## src/rtl/pc_gen_unit.sv

```systemverilog
// pc_gen_unit: next-PC selection for the pipelined core.
// Holds the fetch PC and picks the next one from trap, branch, jump/call,
// return (via a circular return-address stack) or sequential fetch.
// Optional feature macro: PC_GEN_MISALIGN_TRAP_EN. When defined, a selected
// redirect target with bits [1:0] != 0 vectors to TRAP_VECTOR and pulses
// misalign_o; otherwise redirect targets are word-aligned by clearing [1:0].
module pc_gen_unit #(
    parameter int             N            = 10,
    parameter logic [N-1:0]   RESET_VECTOR = '0,
    parameter logic [N-1:0]   TRAP_VECTOR  = N'('h3C0),
    parameter int             RAS_DEPTH    = 4
) (
    input  logic          clk,
    input  logic          rst,
    input  logic          stall_i,
    input  logic          branch_taken_i,
    input  logic [31:0]   branch_target_i,
    input  logic          jump_i,
    input  logic          call_i,
    input  logic          ret_i,
    input  logic [31:0]   jump_target_i,
    input  logic          trap_i,
`ifdef PC_GEN_MISALIGN_TRAP_EN
    output logic          misalign_o,
`endif
    output logic [N-1:0]  pc_o,
    output logic [N-1:0]  pc_plus4_o,
    output logic          redirect_o,
    output logic          ras_empty_o,
    output logic          ras_full_o
);

    localparam int PW = $clog2(RAS_DEPTH);
    localparam int CW = PW + 1;

    logic [N-1:0]  pc_reg, pc_next;
    logic          redirect_reg, redirect_next;
    logic [PW-1:0] top_reg, top_next;
    logic [CW-1:0] count_reg, count_next;
    logic          ras_empty_reg, ras_full_reg;
    logic          push, pop;
    logic          tgt_sel;
    logic [N-1:0]  tgt_raw;
    logic [N-1:0]  ras_mem [RAS_DEPTH];
    logic          mis_next;
`ifdef PC_GEN_MISALIGN_TRAP_EN
    logic          misalign_reg;
`endif

    assign pc_plus4_o = pc_reg + N'(4);

    // Priority select of the next PC plus the stack operation it implies.
    always_comb begin
        pc_next       = pc_plus4_o;
        redirect_next = 1'b0;
        push          = 1'b0;
        pop           = 1'b0;
        tgt_sel       = 1'b0;
        tgt_raw       = '0;
        mis_next      = 1'b0;
        if (trap_i) begin
            pc_next       = TRAP_VECTOR;
            redirect_next = 1'b1;
        end else if (branch_taken_i) begin
            tgt_raw = branch_target_i[N-1:0];
            tgt_sel = 1'b1;
        end else if (stall_i) begin
            pc_next = pc_reg;
        end else if (jump_i) begin
            tgt_raw = jump_target_i[N-1:0];
            tgt_sel = 1'b1;
            push    = call_i;
        end else if (ret_i) begin
            // An empty stack falls back to the decoder-supplied target.
            tgt_raw = ras_empty_reg ? jump_target_i[N-1:0] : ras_mem[top_reg];
            pop     = ~ras_empty_reg;
            tgt_sel = 1'b1;
        end
        if (tgt_sel) begin
            redirect_next = 1'b1;
`ifdef PC_GEN_MISALIGN_TRAP_EN
            if (tgt_raw[1:0] != 2'b00) begin
                pc_next  = TRAP_VECTOR;
                mis_next = 1'b1;
            end else begin
                pc_next  = tgt_raw;
            end
`else
            pc_next = {tgt_raw[N-1:2], 2'b00};
`endif
        end
    end

    // Stack pointer/occupancy: a push when full overwrites the oldest entry,
    // so the count saturates while the top pointer keeps wrapping.
    always_comb begin
        top_next   = top_reg;
        count_next = count_reg;
        if (push) begin
            top_next = top_reg + PW'(1);
            if (count_reg != CW'(RAS_DEPTH))
                count_next = count_reg + CW'(1);
        end else if (pop) begin
            top_next   = top_reg - PW'(1);
            count_next = count_reg - CW'(1);
        end
    end

    // PC, redirect flag and stack bookkeeping registers.
    always_ff @(posedge clk) begin
        if (rst) begin
            pc_reg        <= RESET_VECTOR;
            redirect_reg  <= 1'b0;
            top_reg       <= '0;
            count_reg     <= '0;
            ras_empty_reg <= 1'b1;
            ras_full_reg  <= 1'b0;
        end else begin
            pc_reg        <= pc_next;
            redirect_reg  <= redirect_next;
            top_reg       <= top_next;
            count_reg     <= count_next;
            ras_empty_reg <= (count_next == '0);
            ras_full_reg  <= (count_next == CW'(RAS_DEPTH));
        end
    end

    // Stack entries carry no reset; the occupancy count makes them invisible.
    generate
        for (genvar gi = 0; gi < RAS_DEPTH; gi++) begin : g_ras
            // Push lands at top+1, i.e. the new top.
            always_ff @(posedge clk) begin
                if (!rst && push && (top_next == PW'(gi)))
                    ras_mem[gi] <= pc_plus4_o;
            end
        end
    endgenerate

`ifdef PC_GEN_MISALIGN_TRAP_EN
    // One-cycle flag for a redirect that was replaced by the trap vector.
    always_ff @(posedge clk) begin
        if (rst) misalign_reg <= 1'b0;
        else     misalign_reg <= mis_next;
    end
    assign misalign_o = misalign_reg;
`endif

    logic unused_bits;
    assign unused_bits = ^{branch_target_i[31:N], jump_target_i[31:N], tgt_raw[1:0], mis_next};

    assign pc_o        = pc_reg;
    assign redirect_o  = redirect_reg;
    assign ras_empty_o = ras_empty_reg;
    assign ras_full_o  = ras_full_reg;

endmodule

```

## config.mk

```make
export PLATFORM = sky130hd
export DESIGN_NAME = pc_gen_unit
export DESIGN_NICKNAME = d
export VERILOG_FILES = /design/src/rtl/pc_gen_unit.sv
export SDC_FILE = /design/constraint.sdc
export NUM_CORES = 1
export LEC_CHECK = 0
export CAP_MARGIN = 30
export CORE_MARGIN = 1
export CORE_UTILIZATION = 40
export DETAILED_ROUTE_END_ITERATION = 7
export PLACE_DENSITY_LB_ADDON = 0.1
export SETUP_SLACK_MARGIN = 0.4
export SYNTH_ARGS = -nofsm -noshare
export SYNTH_HDL_FRONTEND = slang
export SYNTH_SLANG_ARGS = --single-unit
```

## constraint.sdc

```tcl
create_clock -name clk -period 3.7 [get_ports clk]
set_clock_uncertainty 0.05 [all_clocks]
set_input_delay 0.925 -clock clk [delete_from_list [all_inputs] [get_ports clk]]
set_output_delay 0.925 -clock clk [all_outputs]
set_load 0.01 [all_outputs]
```

==> flow_summary.yaml <==
clock_tree:
  cts_max_path_buffers: 2
  clk_latency_ns: 0.31
  numCtsBuffers: 5
  cts_tree: "yes"
  htreeDepth: 2
  postCtsSetupBuffers: 0
  clockRootBuffer: "clkbuf_8"
  cts.sinks: 48
  path_clk_slew_ns: 0.10
place:
  port_buffers: 42
  hpwl_microns: 4070
  gp_congestion: 0.860
detailed_routing:
  vias_per_cell: 5.46
  drc_errors: 0
  first_pass_iters: 4
  vias: 1763
  routed_wl_microns: 5630
  drt_iter0_drc: 62
  avgRoutedWirePerCell_microns: 17.4
  ant_nets: 0
setup_path:
  critPathKind: "reg2out"
  cp-end-kind: "primary output"
  cpPeakStageDelay_ns: 0.63
  cp.required_ns: 2.72
  path_max_fanout: 5
  slowest_stage: "clkdlybuf4s50_1"
  start_kind: "flop"
  cp_num_buf_inv: 1
  cp_cell_sequence: "ha_4 > nand2_1 > nor2_1 > xnor2_1 > clkdlybuf4s50_1"
  cp_top_family: "buffers and inverters"
  arrival_ns: 2.18
sta:
  hold_viol_final: 0
  rsz0062_at_grt: "no"
  relSlewSlack_pct: 47.4
  fin_tns_setup_ns: 0
  setup_viol: 0
  max_freq_ghz: 0.317
  post-route-period-util_pct: 85.2
  slew_violations: 0
  tightestPinTransition_ns: 0.787
  period_needed_ns: 3.15
  whs_ns: 0.486
synth:
  yosys-top-cells-count: "edfxtp_1, dfxtp_1, nor2_1"
  syn_area_sq_um: 2410
  synth_most_common_cell: "edfxtp_1"
  yosys-top-cells-area: "edfxtp_1, dfxtp_1, mux4_2, xnor2_1, mux2i_1"
  synth_xor_area_share_pct: 3.99
  synth_area_leader_cell: "edfxtp_1"
  muxShareOfSynthArea_pct: 10.9
  syn_area_per_cell_sq_um: 12.0
  ys.flop_type: "edfxtp_1"
  synthesis.instances: 202
  synth_edf_count: 32
  yosysWarnings: 0
  synth_top_area_share_pct: 39.8
  ys_ff_latch: 48
  synth-seq-area-share_pct: 53.1
  synthAdderAreaFrac_pct: 2.07
  synth_compound_area_share_pct: 12.4
  yosys.cell_types.count: 45
  ys_async_sr_fraction_pct: 0
  yosys.area_share.simple_pct: 11.5
  synth_top_family_by_area: "compound AO/OA/AOI/OAI gates"
die:
  core_sq_um: 5680
  dieArea_sq_um: 6350
  die_w_microns: 79.7
  ios: 95
  die_h_microns: 79.7
  rows: 27
  floorplan.initialDensity_pct: 42.5
cells_and_area:
  drive_above_1_share_pct: 15.9
  post-route-util_pct: 53.7
  num-fill-cells: 518
  diodes: 0
  syn_to_final_growth_pct: 26.2
  multiInputGateArea_sq_um: 1020
  nets: 326
  largest_register_ffs: 32
  regArea_sq_um: 1280
global_route:
  grt_max_degree: 17
  grt_util_met3_pct: 4.00
  busiest_layer: "met2"
  globalRouteOverflowTotal: 0
  grt_use_met1_pct: 25.4
  grt.total_usage_pct: 19.5
  grt_pass1_vias: 1747
  antenna_found_initial: 0
  met2_usage_pct: 32.3
  grt_pass1_wl_microns: 9050
pwr:
  cellLeakagePower_nw: 1.07
  p_per_area_nw_per_um2: 397
  irDropWorstVdd_v: 0.000240
job:
  maxCapViolCount: 0
outcome:
  outcome: "finished, final reports clean"
hold_path:
  hp-class: "reg2reg"
-- tightest hold or removal path, cell delays in order (launching register included) --
cell     delay [ns]
dfxtp_1        0.35
inv_1          0.09
a21oi_1        0.06
-- stage by stage --
step / std cells / setup slack, ns / cell area, sq um / power (mW)
floorplan: 205 / 0.736 / 2430 / 0.729
global placement: 315 / 0.553 / 2910 / 0.823
detailed placement: 315 / 0.535 / 2910 / 0.823
CTS: 323 / 0.418 / 3030 / 1.21
global route: 323 / 0.459 / 3050 / 1.26
finish: 323 / 0.548 / 3050 / 1.21
-- report_power, final --
part	internal [mW]	switching, mW
clock network	0.204	0.192
registers	0.590	0.0213
logic	0.106	0.0962
total	0.900	0.310
-- placed cells by master, fill, tap and decap left out, types with 9 or more instances in the layout --
master,netlist,final
clkdlybuf4s50_1,0,41
buf_4,6,9
dfxtp_1,16,13
xnor2_1,9,9
edfxtp_1,32,32
nor2_1,15,15
inv_1,12,12
o21ai_0,9,9
a21oi_1,10,10
nand2_1,14,14
-- final timing paths --
check | startpoint | to | slack [ns] | depth (start not counted)
max reg2reg | top_reg[0] | pc_o[3] | 1.53 | 4
min reg2reg | pc_o[9] | pc_o[9] | 0.49 | 2
max | pc_o[3] | pc_plus4_o[8] | 0.55 | 5
min | pc_o[9] | pc_o[9] | 0.49 | 2
-- per-layer routing --
metal	part of all wire, %	wire length, microns
met4	1.7	98
met3	3.1	177
met5	0	0
met2	50	2800
met1	45	2550
-- timing repair --
| action | in CTS | in global routing |
|---|---|---|
| setup endpoints to repair | 2 | 2 |
| pin swaps | 0 | 0 |
| gates cloned | 0 | 0 |
| resized for setup | 3 | 4 |
| hold buffers | 0 | 0 |
| hold endpoints to repair | 0 | 0 |
-- logic make-up after synthesis --
logic type               Yosys count
multiplexers                      16
AND/OR/NAND/NOR                   55
adder cells (fa/ha/maj)            4
flip-flops                        48
buffers and inverters             26
other                              1
XOR/XNOR                          11
AO/OA/AOI/OAI                     41
-- area by class of cell --
class	count	share of cell area, %
sequential	48	42.2
multi-input combinational	131	33.4
timing repair buffer	51	16.1
tap	72	2.96
clock buffer	5	2.26
inverter	13	1.60
clock inverter	3	1.52
(Power assumes the default switching activity.)
